==> src/rtl/term_pkg.sv <==
// Shared types and constants for the VGA text console write controller.
package term_pkg;

  localparam int DEF_COLS = 64;
  localparam int DEF_ROWS = 30;

  localparam logic [7:0] ASCII_CR     = 8'h0D;
  localparam logic [7:0] ASCII_BS     = 8'h08;
  localparam logic [7:0] ASCII_PROMPT = 8'h3E;
  localparam logic [7:0] ASCII_BLANK  = 8'h00;

  typedef enum logic [2:0] {
    CLEAR,
    PROMPT,
    IDLE,
    SCROLL_CP,
    SCROLL_CLR
  } term_state_e;

  function automatic logic [11:0] vram_addr(input logic [5:0] row, input logic [5:0] col);
    return {row, col};
  endfunction

endpackage

==> src/rtl/term_scroller.sv <==
// VRAM copy engine (rows 1..ROWS-1 shifted up one row) followed by a single-row clear.
// i_copy=0 runs only the row clear on i_clr_row.
module term_scroller
  import term_pkg::*;
#(
  parameter int ROWS = DEF_ROWS
) (
  input  logic        clk,
  input  logic        rst,
  input  logic        i_start,
  input  logic        i_copy,
  input  logic [5:0]  i_clr_row,
  output logic [11:0] o_raddr,
  input  logic [7:0]  i_rdata,
  output logic        o_we,
  output logic [11:0] o_waddr,
  output logic [7:0]  o_wdata,
  output logic        o_cp_done,
  output logic        o_done
);
  localparam logic [11:0] RD_LAST = {6'(ROWS - 1), 6'd63};

  logic        r_cp;
  logic        r_pend;
  logic        r_clr;
  logic [11:0] r_rd;
  logic [11:0] r_wa;
  logic [5:0]  r_col;
  logic [5:0]  r_row;

  always_ff @(posedge clk) begin
    if (rst) begin
      r_cp   <= 1'b0;
      r_pend <= 1'b0;
      r_clr  <= 1'b0;
      r_rd   <= '0;
      r_wa   <= '0;
      r_col  <= '0;
      r_row  <= '0;
    end else begin
      // read stage -> write stage: data returns one cycle after the read
      r_pend <= r_cp;
      r_wa   <= r_rd - 12'd64;
      if (i_start) begin
        r_row <= i_clr_row;
        r_col <= '0;
        r_cp  <= i_copy;
        r_clr <= !i_copy;
        r_rd  <= vram_addr(6'd1, 6'd0);
      end else begin
        if (r_cp) begin
          r_rd <= r_rd + 12'd1;
          if (r_rd == RD_LAST) r_cp <= 1'b0;
        end
        if (r_pend && !r_cp) begin
          r_clr <= 1'b1;
          r_col <= '0;
        end else if (r_clr) begin
          r_col <= r_col + 6'd1;
          if (r_col == 6'd63) r_clr <= 1'b0;
        end
      end
    end
  end

  assign o_raddr   = r_cp ? r_rd : 12'd0;
  assign o_we      = r_pend | r_clr;
  assign o_waddr   = r_pend ? r_wa : vram_addr(r_row, r_col);
  assign o_wdata   = r_pend ? i_rdata : ASCII_BLANK;
  assign o_cp_done = r_pend & ~r_cp;
  assign o_done    = r_clr & (r_col == 6'd63);

endmodule

==> src/rtl/text_term_ctrl.sv <==
// Terminal write controller: cursor tracking and sequencing of all VRAM writes.
// Optional TERM_SCROLL_EN: scroll the screen up at the bottom instead of wrapping to row 0.
module text_term_ctrl
  import term_pkg::*;
#(
  parameter int COLS = DEF_COLS,
  parameter int ROWS = DEF_ROWS
) (
  input  logic        clk,
  input  logic        rst,
  input  logic        key_valid,
  input  logic [7:0]  key_ascii,
  output logic        key_ready,
  output logic        vram_we,
  output logic [11:0] vram_waddr,
  output logic [7:0]  vram_wdata,
  output logic [11:0] vram_raddr,
  input  logic [7:0]  vram_rdata,
  output logic [6:0]  cur_x,
  output logic [6:0]  cur_y,
  output logic        busy
);
`ifdef TERM_SCROLL_EN
  localparam bit SCROLL_EN = 1'b1;
`else
  localparam bit SCROLL_EN = 1'b0;
`endif
  localparam logic [6:0]  X_LAST   = 7'(COLS - 1);
  localparam logic [6:0]  Y_LAST   = 7'(ROWS - 1);
  localparam logic [11:0] CLR_LAST = {6'(ROWS - 1), 6'd63};

  term_state_e r_state;
  logic [11:0] r_clr_addr;
  logic [6:0]  r_cur_x, r_cur_y;
  logic        r_after_cr;
  logic        r_we;
  logic [11:0] r_waddr;
  logic [7:0]  r_wdata;

  logic        w_accept, w_printable, w_is_cr, w_is_bs, w_x_last, w_y_last;
  logic        w_scr_start, w_scr_copy;
  logic [5:0]  w_scr_row;
  logic        w_we;
  logic [11:0] w_waddr;
  logic [7:0]  w_wdata;
  logic        w_scr_we, w_scr_cp_done, w_scr_done;
  logic [11:0] w_scr_waddr, w_scr_raddr;
  logic [7:0]  w_scr_wdata;

  assign w_accept    = key_valid && (r_state == IDLE);
  assign w_printable = (key_ascii >= 8'h20) && (key_ascii <= 8'h7E);
  assign w_is_cr     = (key_ascii == ASCII_CR);
  assign w_is_bs     = (key_ascii == ASCII_BS);
  assign w_x_last    = (r_cur_x == X_LAST);
  assign w_y_last    = (r_cur_y == Y_LAST);
  assign w_scr_start = w_accept && w_y_last && ((w_printable && w_x_last) || w_is_cr);
  assign w_scr_copy  = SCROLL_EN;
  assign w_scr_row   = SCROLL_EN ? Y_LAST[5:0] : 6'd0;

  term_scroller #(.ROWS(ROWS)) u_scroller (
    .clk       (clk),
    .rst       (rst),
    .i_start   (w_scr_start),
    .i_copy    (w_scr_copy),
    .i_clr_row (w_scr_row),
    .o_raddr   (w_scr_raddr),
    .i_rdata   (vram_rdata),
    .o_we      (w_scr_we),
    .o_waddr   (w_scr_waddr),
    .o_wdata   (w_scr_wdata),
    .o_cp_done (w_scr_cp_done),
    .o_done    (w_scr_done)
  );

  always_comb begin
    w_we    = 1'b0;
    w_waddr = '0;
    w_wdata = ASCII_BLANK;
    case (r_state)
      CLEAR: begin
        w_we    = 1'b1;
        w_waddr = r_clr_addr;
      end
      PROMPT: begin
        w_we    = 1'b1;
        w_waddr = vram_addr(r_cur_y[5:0], 6'd0);
        w_wdata = ASCII_PROMPT;
      end
      IDLE: begin
        if (w_accept && w_printable) begin
          w_we    = 1'b1;
          w_waddr = vram_addr(r_cur_y[5:0], r_cur_x[5:0]);
          w_wdata = key_ascii;
        end else if (w_accept && w_is_bs && r_cur_x != 7'd0) begin
          w_we    = 1'b1;
          w_waddr = vram_addr(r_cur_y[5:0], r_cur_x[5:0] - 6'd1);
        end else if (w_accept && w_is_bs && r_cur_y != 7'd0) begin
          w_we    = 1'b1;
          w_waddr = vram_addr(r_cur_y[5:0] - 6'd1, X_LAST[5:0]);
        end
      end
      default: begin
        w_we    = w_scr_we;
        w_waddr = w_scr_waddr;
        w_wdata = w_scr_wdata;
      end
    endcase
  end

  always_ff @(posedge clk) begin
    if (rst) begin
      r_state    <= CLEAR;
      r_clr_addr <= '0;
      r_cur_x    <= '0;
      r_cur_y    <= '0;
      r_after_cr <= 1'b0;
      r_we       <= 1'b0;
      r_waddr    <= '0;
      r_wdata    <= '0;
    end else begin
      r_we    <= w_we;
      r_waddr <= w_waddr;
      r_wdata <= w_wdata;
      case (r_state)
        CLEAR: begin
          r_clr_addr <= r_clr_addr + 12'd1;
          if (r_clr_addr == CLR_LAST) r_state <= PROMPT;
        end
        PROMPT: begin
          r_cur_x <= 7'd2;
          r_state <= IDLE;
        end
        IDLE: begin
          if (w_accept) begin
            if (w_printable) begin
              if (w_x_last) begin
                r_cur_x    <= '0;
                r_after_cr <= 1'b0;
                if (!w_y_last) r_cur_y <= r_cur_y + 7'd1;
                else if (!SCROLL_EN) r_cur_y <= '0;
              end else begin
                r_cur_x <= r_cur_x + 7'd1;
              end
            end else if (w_is_cr) begin
              r_cur_x    <= '0;
              r_after_cr <= 1'b1;
              if (!w_y_last) begin
                r_cur_y <= r_cur_y + 7'd1;
                r_state <= PROMPT;
              end else if (!SCROLL_EN) begin
                r_cur_y <= '0;
              end
            end else if (w_is_bs) begin
              if (r_cur_x != 7'd0) begin
                r_cur_x <= r_cur_x - 7'd1;
              end else if (r_cur_y != 7'd0) begin
                r_cur_x <= X_LAST;
                r_cur_y <= r_cur_y - 7'd1;
              end
            end
            if (w_scr_start) begin
              if (SCROLL_EN) r_state <= SCROLL_CP;
              else           r_state <= SCROLL_CLR;
            end
          end
        end
        SCROLL_CP: begin
          if (w_scr_cp_done) r_state <= SCROLL_CLR;
        end
        SCROLL_CLR: begin
          if (w_scr_done) begin
            if (r_after_cr) r_state <= PROMPT;
            else            r_state <= IDLE;
          end
        end
        default: r_state <= CLEAR;
      endcase
    end
  end

  assign key_ready  = (r_state == IDLE);
  assign busy       = (r_state != IDLE);
  assign vram_we    = r_we;
  assign vram_waddr = r_waddr;
  assign vram_wdata = r_wdata;
  assign vram_raddr = SCROLL_EN ? w_scr_raddr : 12'd0;
  assign cur_x      = r_cur_x;
  assign cur_y      = r_cur_y;

endmodule

==> config.mk <==
export PLATFORM = sky130hd
export DESIGN_NAME = text_term_ctrl
export DESIGN_NICKNAME = d
export VERILOG_FILES = /design/src/rtl/term_pkg.sv /design/src/rtl/term_scroller.sv /design/src/rtl/text_term_ctrl.sv
export SDC_FILE = /design/constraint.sdc
export NUM_CORES = 1
export LEC_CHECK = 0
export ABC_AREA = 1
export CORE_MARGIN = 3
export CORE_UTILIZATION = 51
export DETAILED_ROUTE_END_ITERATION = 8
export PLACE_DENSITY = 0.77
export SETUP_SLACK_MARGIN = 0.3
export SYNTH_ARGS = -nofsm -noshare
export SYNTH_HDL_FRONTEND = slang
export SYNTH_HIERARCHICAL = 1
export SYNTH_SLANG_ARGS = --single-unit
==> constraint.sdc <==
create_clock -name clk -period 1.9 [get_ports clk]
set_clock_uncertainty 0.1 [all_clocks]
set_input_delay 0.475 -clock clk [delete_from_list [all_inputs] [get_ports clk]]
set_output_delay 0.475 -clock clk [all_outputs]
set_load 0.005 [all_outputs]
== Yosys cells after proc, flatten, opt, wreduce, memory -nomap -nowiden ==
Cells that the tools add are included.

* Bits in registers: 84
* Memory bits (writable): 0
* Memories: 0
* ROM bits: 0
* Bits in latches: 0

* $mul: 0
* Divide/modulo/power cells: 0
* Shift operators: 0
* Add/subtract/negate cells: 10
* Reduce and logical (&&, ||, !) cells: 28
* $lt $le $gt $ge: 2
* Bitwise logic cells: 4
* Mux-type cells: 47
* Eq/ne operators: 23

{| class="wikitable"
|+ Operators by type and width
! kind !! count
|-
| $mux W7 || 16
|-
| $mux W12 || 4
|-
| $pmux W12 S3 || 1
|-
| $add A12 B1 Y12 const B || 2
|-
| $eq A12 B11 Y1 const B || 2
|-
| $mux W3 || 8
|-
| $pmux W8 S3 || 1
|-
| $eq A8 B4 Y1 const B || 2
|-
| $mux W8 || 2
|-
| $pmux W3 S5 || 1
|-
| $add A7 B1 Y7 const B || 2
|-
| $pmux W7 S2 || 1
|-
| $reduce_bool A7 Y1 || 2
|-
| $sub A7 B1 Y7 const B || 2
|-
| $sub A12 B7 Y12 const B || 1
|-
| $sub A6 B1 Y6 const B || 2
|-
| $mux W1 || 11
|-
| $logic_and A1 B1 Y1 || 10
|-
| $ne A3 B2 Y1 const B || 3
|-
| $ge A8 B6 Y1 const B || 1
|-
| $le A8 B7 Y1 const B || 1
|-
| $ne A2 B1 Y1 const B || 4
|-
| $reduce_and A4 Y1 || 2
|-
| $eq A7 B5 Y1 const B || 1
|-
| other kinds (25) || 32
|}

== Depth between registers and ports, before layout ==
Gate-level depths: netlist of the first run.

* Word-level depth: 8
* Mapped depth: 13

== Hierarchy ==
Netlist of the first run, hierarchy kept.

{| class="wikitable"
|+ By module, submodules not included
! module !! cells each !! instances !! seq. area each (µm²) !! area each (µm²)
|-
| text_term_ctrl || 511 || 1 || 1021.0 || 3357.0
|-
| term_scroller || 298 || 1 || 780.7 || 1935.6
|}

== Worst setup path before layout of the first run ==
No wires, ideal clock.

* Path kind: input to register
* From: in key_ascii[5]
* To: reg u_scroller.r_cp
* Library setup time: 0.120 ns
* Buffers on the path: 1
* Data required time: 1.680 ns
* Arrival time: 1.840 ns
* Slack: -0.160 ns
* Cell stages on the path: 11
* Cells stage by stage: nor2_1 nand2_1 inv_1 nand2_1 nand2_4 nand2_1 a211oi_1 buf_2 clkinv_1 o21ai_0 a21oi_1

* Longest elaborated chain between the ends: 6

{| class="wikitable"
|+ RTL lines
! element !! RTL line !! source
|-
| start: declaration || text_term_ctrl.sv:12 || <nowiki>input logic [7:0] key_ascii,</nowiki>
|-
| $ge A8 B6 Y1 or $le A8 B7 Y1 (tied branches) || text_term_ctrl.sv:51 || <nowiki>assign w_printable = (key_ascii >= 8'h20) && (key_ascii <= 8'h7E);</nowiki>
|-
| $logic_and A1 B1 Y1 || text_term_ctrl.sv:51 ||
|-
| $logic_and A1 B1 Y1 || text_term_ctrl.sv:56 || <nowiki>assign w_scr_start = w_accept && w_y_last && ((w_printable && w_x_last) || w_is_cr);</nowiki>
|-
| $logic_or A1 B1 Y1 (*) || text_term_ctrl.sv:56 ||
|-
| $logic_and A1 B1 Y1 (*) || text_term_ctrl.sv:56 ||
|-
| named net w_scr_start || text_term_ctrl.sv:41 || <nowiki>logic w_scr_start, w_scr_copy;</nowiki>
|-
| $reduce_or A3 Y1 (no line) (*) || -- ||
|-
| end signal: assignment || term_scroller.sv:47 || <nowiki>r_cp <= i_copy;</nowiki>
|-
| end: declaration || term_scroller.sv:23 || <nowiki>logic r_cp;</nowiki>
|}

Mark *: on every way through the listed nets, which the timed path passes. The rest lies on a longest branch.
A chain may end at the register's enable or synchronous reset.

== Worst setup path after layout of the first run ==
* From: reg r_cur_y[2], in the netlist cur_y[2]
* To: reg r_cur_y[5], in the netlist cur_y[5]

* Longest elaborated chain between the ends: 6

{| class="wikitable"
|+ RTL lines
! element !! RTL line !! source
|-
| start: declaration || text_term_ctrl.sv:34 || <nowiki>logic [6:0] r_cur_x, r_cur_y;</nowiki>
|-
| start signal: assignment || text_term_ctrl.sv:139 || <nowiki>if (!w_y_last) r_cur_y <= r_cur_y + 7'd1;</nowiki>
|-
| start signal: assignment || text_term_ctrl.sv:148 || <nowiki>r_cur_y <= r_cur_y + 7'd1;</nowiki>
|-
| start signal: assignment || text_term_ctrl.sv:158 || <nowiki>r_cur_y <= r_cur_y - 7'd1;</nowiki>
|-
| $sub A7 B1 Y7 || text_term_ctrl.sv:158 ||
|-
| $mux W7 || text_term_ctrl.sv:156 || <nowiki>end else if (r_cur_y != 7'd0) begin</nowiki>
|-
| $mux W7 || text_term_ctrl.sv:154 || <nowiki>if (r_cur_x != 7'd0) begin</nowiki>
|-
| $mux W7 || text_term_ctrl.sv:153 || <nowiki>end else if (w_is_bs) begin</nowiki>
|-
| $mux W7 || text_term_ctrl.sv:144 || <nowiki>end else if (w_is_cr) begin</nowiki>
|-
| $mux W7 || text_term_ctrl.sv:135 || <nowiki>if (w_printable) begin</nowiki>
|}

Several ways; a longest one is shown, not always the timed one. The select of a mux whose other input is x is not followed.

==> reports/metrics.csv, run 1 <==
metric,value,unit
status,finished clean,
Power Dens Cells,1020,nW/µm²
antenna-violating nets left,0,
"Power, Total",8020,µW
Avg Vias per Cell,5.37,
H-tree depth,3,
clock latency on the worst-skew pair,0.38,ns
n_diodes,0,
FMAX,537,MHz
DRC Markers,0,
Period minus WS final,1.86,ns
register area,1850,µm²
Die Y,107,µm
initial antenna violation count,0,
die area,11500,µm²
dpl hpwl,11300,µm
CORE AREA,9860,µm²
global-route usage over all layers,0.277,
RSZ-0062 raised after global routing,true,
Final Hold Viols,0,
TNS Setup,0,ns
Final Wtd Congestion,0.919,
Max Cap Violations,0,
crit path DAT,2.04,ns
fin nets,990,
hold path start,key_ascii[6],
Startpoint Class,register,
R2R setup slack,0.04,ns
Hold Crit Class,in -> reg,
FILL cells,661,
First-pass DRT Iterations,5,
Tcrit/Tclk final,0.980,
Hold Crit Endpoint,vram_wdata[6],
worst-path maximum fanout,4,
Clock Tree Root,clkbuf_8,
die width,107,µm
area of the multi-input gates,3660,µm²
Final setup viols,0,
global-route wire length before repair,25500,µm
IO Count,68,
Vias,5891,
layout cell share with drive strength beyond 1,0.381,
synthesized area,5220,µm²
hold path cells,3,
Port Buf Inserts,55,
row cnt,36,
Min Hold Slack,0.275,ns
largest net degree at the start of global routing,25,
"most common cell after layout, fill and taps aside",nand2_1,
worst ir drop on vdd,0.637,mV
post-place setup slack,-0.598,ns
RR Startpoint,cur_y[2],
grt ovf,0,
final wirelength,17000,µm
max_slew headroom,0.673,
hold_buf cts,0,
Initial Util,0.529,
Setup crit end kind,register,
Final Max Tran Viols,0,
clk slew on worst S/H paths,0.10,ns
TritonCTS Buffers,9,
Clock Sinks,90,
initial DRC count,352,
"Req. time, crit path",2.07,ns
clock buffer depth,2,
CTS tree,done,
fin util,0.793,
area growth from synthesis to layout,49.9,%
P_leak,0.00362,µW
Tightest Pin Transition,0.485,ns
synth warn,6,
Routed wire per std cell,15.5,µm
Synth Area per Inst,6.61,µm²
vias in the first global route,5531,
R2R depth,11,
post-synthesis instance total,790,
Critical R2R Capture,cur_y[5],
WS Path Type,reg -> reg,
Setup WS post-layout,0.0377,ns
"leading cell types in the layout, fill and taps excluded","159 x nand2_1, 87 x buf_4, 84 x nor2_1",
==> area by class of cell <==
class | count | share of cell area
clock buffers | 9 | 0.0158
inverters | 99 | 0.0534
clock inverters | 7 | 0.0126
multi-input cells | 587 | 0.467
repair buffers | 172 | 0.193
flip-flops and latches | 90 | 0.236
well taps | 133 | 0.0213
==> critical path, cell delays in order (launching register included) <==
cell and delay (ns):
dfxtp_2 0.34, buf_6 0.12, inv_1 0.17, nand3_1 0.15, nor2_1 0.22, nand2_1 0.08
nand2_1 0.09, nand2_1 0.12, nand2_1 0.08, o21ai_0 0.11, o21ai_2 0.15, nor2_1 0.04
==> per-layer routing <==
metal | GRT usage | part of all wire | vias up
met1 | 0.315 | 0.40 | 2757
met3 | 0.0373 | 0.050 | 58
met4 | 0.141 | 0.033 | 0
met5 | 0 | 0 | -
li1 | - | - | 2868
met2 | 0.504 | 0.52 | 208
==> state kept, by name (all words and copies together) (netlist names) <==
| signal | flops |
|---|---|
| vram_waddr | 12 |
| u_scroller/r_clr | 1 |
| u_scroller/r_rd | 12 |
| u_scroller/r_pend | 1 |
| u_scroller/r_wa | 12 |
| vram_wdata | 8 |
| cur_x | 7 |
| u_scroller/r_row | 6 |
| r_after_cr | 1 |
| r_clr_addr | 12 |
| u_scroller/r_col | 6 |
| cur_y | 7 |
| r_state | 3 |
| vram_we | 1 |
| u_scroller/r_cp | 1 |
==> power breakdown <==
part	internal, µW	switching [µW]	total [µW]	leakage, µW
clock	753	766	1520	0.000112
sequential	2090	126	2210	0.000744
combinational	1890	2390	4290	0.00277
==> timing repair <==
item | 4_1_cts | 5_1_grt
pin swaps | 40 | 74
setup buffers | 39 | 13
gates resized for setup | 211 | 124
gates cloned | 1 | 0
setup endpoints to repair | 107 | 73
==> through the flow <==
stage	cells	cell area, µm²
CTS	1084	7320
global route	1097	7830
global placement	1028	6450
detailed placement	1028	6450
floorplan	809	5390
finish	1097	7830
==> how the worst max path moves through the flow <==
stage	startpoint	to	slack, ns
floorplan	key_ascii[5]	u_scroller/r_rd[1]	0.1
detailed placement	key_ascii[0]	u_scroller/r_col[2]	-0.60
CTS	cur_x[0]	u_scroller/r_rd[1]	0.07
global placement	key_ascii[0]	u_scroller/r_col[2]	-0.56
finish	cur_y[2]	cur_y[5]	0.04
global route	cur_y[2]	cur_y[5]	-0.05
Note: power is estimated with default switching activity, not from simulation.
==> run 2: changes to the inputs <==
CORE_UTILIZATION = 56   (was 51)
CTS_CLUSTER_SIZE = 28   (was default)
PLACE_DENSITY = 0.81   (was 0.77)
clock period = 2.01 ns   (was 1.9 ns; I/O delays follow)
==> reports/metrics.csv, run 2 (synthesis results as in run 1) <==
metric,value,unit,change
global-route usage over all layers,0.333,,+0.0559
fin util,0.891,,+0.0977
Setup WS post-layout,-0.236,ns,-0.273 ns
initial DRC count,1140,,+220%
FMAX,445,MHz,-17%
Clock Sinks,90,,unchanged
"Largest stage delay, worst path",0.33,ns,about the same
die width,103,µm,-4.3%
CTS tree,done,,
Min Hold Slack,0.399,ns,+0.124 ns
TritonCTS Buffers,9,,unchanged
CP most frequent cell,nand2_1,,
First-pass DRT Iterations,9,,+4
Routed wire per std cell,22.1,µm,+42%
fin nets,996,,+0.61%
RR Startpoint,cur_x[3],,
WS Path Type,reg -> reg,,
Tightest Pin Transition,0.535,ns,+0.0502 ns
max_slew headroom,0.643,,-0.0304
Final Wtd Congestion,0.927,,+0.87%
final wirelength,23800,µm,+40%
TNS Setup,-1.83,ns,-1.83 ns
gr busiest metal,met2,,
largest net degree at the start of global routing,26,,+4.0%
P_leak,0.00372,µW,+2.6%
grt ovf,0,,unchanged
failing checks,setup timing,,
Die Y,103,µm,-4.3%
Startpoint Class,register,,
status,finished with violations,,
worst-path maximum fanout,6,,+2
"leading cell types in the layout, fill and taps excluded","153 x nand2_1, 88 x nor2_1, 86 x buf_4",,
"Req. time, crit path",2.22,ns,+0.15 ns
Period minus WS final,2.25,ns,+0.383 ns
RSZ-0062 raised after global routing,true,,
clock latency on the worst-skew pair,0.38,ns,about the same
Tcrit/Tclk final,1.12,,+0.137
Vias,6943,,+18%
Final Hold Viols,0,,unchanged
DRC Markers,0,,unchanged
Final Max Tran Viols,0,,unchanged
initial antenna violation count,1,,+1
clock buffer depth,2,,unchanged
Initial Util,0.587,,+0.0580
worst ir drop on vdd,0.612,mV,-3.9%
Slowest cell on crit path,dfxtp_2,,
hold_buf cts,0,,unchanged
WP buf/inv,2,,unchanged
dpl hpwl,11000,µm,-2.2%
area growth from synthesis to layout,51.7,%,
Setup crit end kind,register,,
vias in the first global route,6068,,+9.7%
CP cell instances,buf_4 > nor2_4 > nand2_2 > inv_2 > nand3_4 > nand2_1 > nand2_1 > nand3_1 > o21ai_4 > nor2_1,,
antenna-violating nets left,0,,unchanged
clk slew on worst S/H paths,0.10,ns,about the same
CORE AREA,8890,µm²,-9.9%
n_diodes,0,,unchanged
met3 Use GR,0.0710,,+0.0337
die area,10500,µm²,-8.4%
Clock Tree Root,clkbuf_8,,
crit path DAT,2.46,ns,+0.42 ns
row cnt,34,,-5.6%
Hold Crit Class,in -> reg,,
"CP delay by family, top",simple AND/OR/NAND/NOR gates,,
FILL cells,358,,-46%
layout cell share with drive strength beyond 1,0.378,,-0.00235
global-route wire length before repair,27800,µm,+8.8%
Max Cap Violations,0,,unchanged
"most common cell after layout, fill and taps aside",nand2_1,,
H-tree depth,3,,unchanged
GR Layer Usage met1,0.352,,+0.0364
hold path start,key_ascii[2],,
met2 Usage GRT,0.608,,+0.104
Final setup viols,35,,+35
Worst Setup SP,cur_x[3],,
IO Count,68,,unchanged
Power Dens Cells,1010,nW/µm²,-1.0%
Avg Vias per Cell,6.44,,+20%
Port Buf Inserts,55,,unchanged
[run 2: cell types whose count changed in the layout (fill, tap and decap cells not counted), moves of 6 or more]
cell,before,now
inv_4,13,6
nand2_4,12,20
a21oi_2,8,14
nand2_1,159,153
nor2_4,18,9
[run 2: path summary, 6_finish.rpt]
kind / to / slack, ns / depth (start not counted)
setup / recovery: cur_x[1] / -0.24 / 10
hold / removal: vram_wdata[2] / 0.40 / 3
setup reg to reg: cur_x[1] / -0.24 / 10
hold reg to reg: u_scroller/r_wa[10] / 0.41 / 2
[run 2: repair_timing]
item | 4_1_cts | 5_1_grt
pin swaps | 39 | 56
endpoints found under the hold margin | 0 | 0
gates resized for setup | 183 | 163
cloned | 2 | 2
setup endpoints to repair | 103 | 75
setup buffers | 40 | 18
[run 2: stage by stage]
| step | cell area (µm²) | worst slack [ns] | power, µW | instances |
|---|---|---|---|---|
| after floorplan | 5380 | 0.180 | 3680 | 809 |
| after global placement | 6360 | -0.470 | 4620 | 1000 |
| after detailed placement | 6360 | -0.497 | 4710 | 1000 |
| after CTS | 7250 | 0.107 | 6580 | 1058 |
| after global routing | 7920 | -0.383 | 8300 | 1078 |
| final | 7920 | -0.236 | 8030 | 1078 |
[run 2: routing by layer]
| layer | up-vias | wire, µm | share of wire |
|---|---|---|---|
| met4 | 6 | 2240 | 0.094 |
| met1 | 3127 | 7700 | 0.32 |
| met3 | 271 | 2890 | 0.12 |
| li1 | 2872 | - | - |
| met2 | 667 | 10900 | 0.46 |
| met5 | - | 83 | 0.0035 |
[run 2: power breakdown]
part	internal (µW)	total (µW)	leakage (µW)	switching (µW)
combinational	1750	4520	0.00286	2770
clock	609	1390	0.000109	778
sequential	1980	2120	0.000743	149
total	4330	8030	0.00372	3700
[run 2: layout make-up]
class                      instances  area [µm²]  share of cell area
multi-input combinational        587        3700               0.467
tap                              108         135              0.0171
timing repair inverter             1        5.00            0.000632
clock inverter                     7        87.6              0.0111
sequential                        90        1850               0.234
timing repair buffer             177        1580               0.200
inverter                          99         433              0.0547
clock buffer                       9         124              0.0156
[run 2: worst register-to-register path: stages (launching register included)]
cell and delay, ns:
dfxtp_2 0.33, buf_4 0.15, nor2_4 0.21, nand2_2 0.13, inv_2 0.12, nand3_4 0.14, nand2_1 0.33, nand2_1 0.24
nand3_1 0.22, o21ai_4 0.08, nor2_1 0.13
==> run 3: changes to the inputs <==
SETUP_SLACK_MARGIN = 0.2   (was 0.3)
==> reports/metrics.csv, run 3 (synthesis results as in run 1) <==
metric,value,unit,change
Period minus WS final,1.96,ns,-0.286 ns
P_leak,0.00355,µW,-4.4%
final wirelength,17200,µm,-28%
worst ir drop on vdd,0.704,mV,+15%
RR Startpoint,cur_y[1],,
IO Count,68,,unchanged
status,finished clean,,
Clock Tree Root,clkbuf_8,,
clock latency on the worst-skew pair,0.38,ns,about the same
Routed wire per std cell,16.3,µm,-26%
Port Buf Inserts,55,,unchanged
met3 wire len,1420,µm,-51%
"leading cell types in the layout, fill and taps excluded","178 x nand2_1, 94 x nor2_1, 83 x buf_4",,
TritonCTS Buffers,9,,unchanged
Initial Util,0.587,,unchanged
R2R depth,12,,+2
DRC Markers,0,,unchanged
First-pass DRT Iterations,7,,-2
Max Cap Violations,0,,unchanged
WL met2,8550,µm,-22%
met1 WL,6340,µm,-18%
hold path cells,3,,unchanged
FILL cells,552,,+54%
Power Dens Cells,930,nW/µm²,-8.3%
"Req. time, crit path",2.19,ns,-0.03 ns
Final setup viols,0,,-100%
placed cells,992,,-0.80%
crit path DAT,2.14,ns,-0.32 ns
fin util,0.810,,-0.0813
Hold Crit Endpoint,vram_wdata[4],,
clock buffer depth,2,,unchanged
H-tree depth,3,,unchanged
Final Non-Filler Cells,1052,,-2.4%
layout cell share with drive strength beyond 1,0.287,,-0.0913
Max Used Layer,met4,,
Min Hold Slack,0.320,ns,-0.0788 ns
dpl hpwl,10800,µm,-2.3%
WS Path Type,reg -> reg,,
die area,10500,µm²,unchanged
Setup crit end kind,register,,
grt ovf,0,,unchanged
Clock Sinks,90,,unchanged
initial antenna violation count,0,,-1
initial DRC count,576,,-49%
CORE AREA,8890,µm²,unchanged
hold path start,key_ascii[4],,
row cnt,34,,unchanged
largest net degree at the start of global routing,29,,+12%
R2R setup slack,0.05,ns,+0.29 ns
n_diodes,0,,unchanged
area growth from synthesis to layout,37.9,%,
vias in the first global route,5504,,-9.3%
Final Wtd Congestion,1.01,,+9.4%
Final Max Tran Viols,0,,unchanged
fin nets,970,,-2.6%
Vias,6048,,-13%
Hold Crit Class,in -> reg,,
TNS Setup,0,ns,+1.83 ns
worst-path maximum fanout,5,,-1
global-route usage over all layers,0.298,,-0.0356
FMAX,510,MHz,+15%
Startpoint Class,register,,
global-route wire length before repair,25000,µm,-10%
Tcrit/Tclk final,0.975,,-0.142
Die Y,103,µm,unchanged
RSZ-0062 raised after global routing,true,,
CTS tree,done,,
Avg Vias per Cell,5.75,,-11%
"most common cell after layout, fill and taps aside",nand2_1,,
die width,103,µm,unchanged
Critical R2R Capture,u_scroller/r_col[2],,
clk slew on worst S/H paths,0.10,ns,about the same
antenna-violating nets left,0,,unchanged
hold_buf cts,0,,unchanged
Final Hold Viols,0,,unchanged
run 3: report_power, final:
group | internal, µW | leakage [µW] | switching, µW
registers | 1980 | 0.000745 | 128
logic | 1360 | 0.00270 | 1960
clock network | 494 | 0.000103 | 778
total | 3830 | 0.00355 | 2860
run 3: worst max-delay path by stage:
stage                 startpoint             endpoint  slack, ns
global route            cur_y[1]  u_scroller/r_col[5]      -0.03
CTS                     cur_y[0]             cur_y[0]       0.11
finish                  cur_y[1]  u_scroller/r_col[2]       0.05
detailed placement  key_ascii[0]  u_scroller/r_col[2]      -0.49
floorplan           key_ascii[5]   u_scroller/r_rd[1]       0.18
global placement    key_ascii[1]             cur_y[0]      -0.40
run 3: layout make-up:
type                       count  area, µm²  share of cell area
timing repair buffer         153       1320               0.184
sequential                    90       1860               0.258
clock buffer                   9        124              0.0172
multi-input combinational    586       3270               0.455
inverter                      99        403              0.0560
tap                          108        135              0.0188
clock inverter                 7       81.3              0.0113
run 3: critical path, cell delays in order (launching register included):
cell      delay (ns)
dfxtp_2         0.36
inv_4           0.08
ha_4            0.13
nand4_1         0.22
inv_1           0.15
nand2_2         0.11
a211oi_4        0.21
buf_6           0.17
nor2_4          0.06
nand2_4         0.10
inv_2           0.04
o21ai_1         0.06
a21oi_1         0.05
run 3: per-layer routing:
| layer | GRT usage | vias to the layer above |
|---|---|---|
| li1 | - | 2814 |
| met1 | 0.339 | 2761 |
| met2 | 0.537 | 359 |
| met3 | 0.0582 | 114 |
| met4 | 0.132 | 0 |
| met5 | 0 | - |
run 3: stage by stage:
step                      setup WS, ns  power (µW)  area [µm²]
after detailed placement        -0.489        4570        6270
after global routing           -0.0347        7060        7200
after CTS                        0.108        5910        6720
after floorplan                  0.180        3680        5350
final                           0.0500        6690        7200
after global placement          -0.396        4500        6270
run 3: timing repair:
item,4_1_cts,5_1_grt
gates resized for setup,82,132
endpoints found under the hold margin,0,0
endpoints found under the setup margin,88,76
pin swaps,12,50
setup buffers,20,24
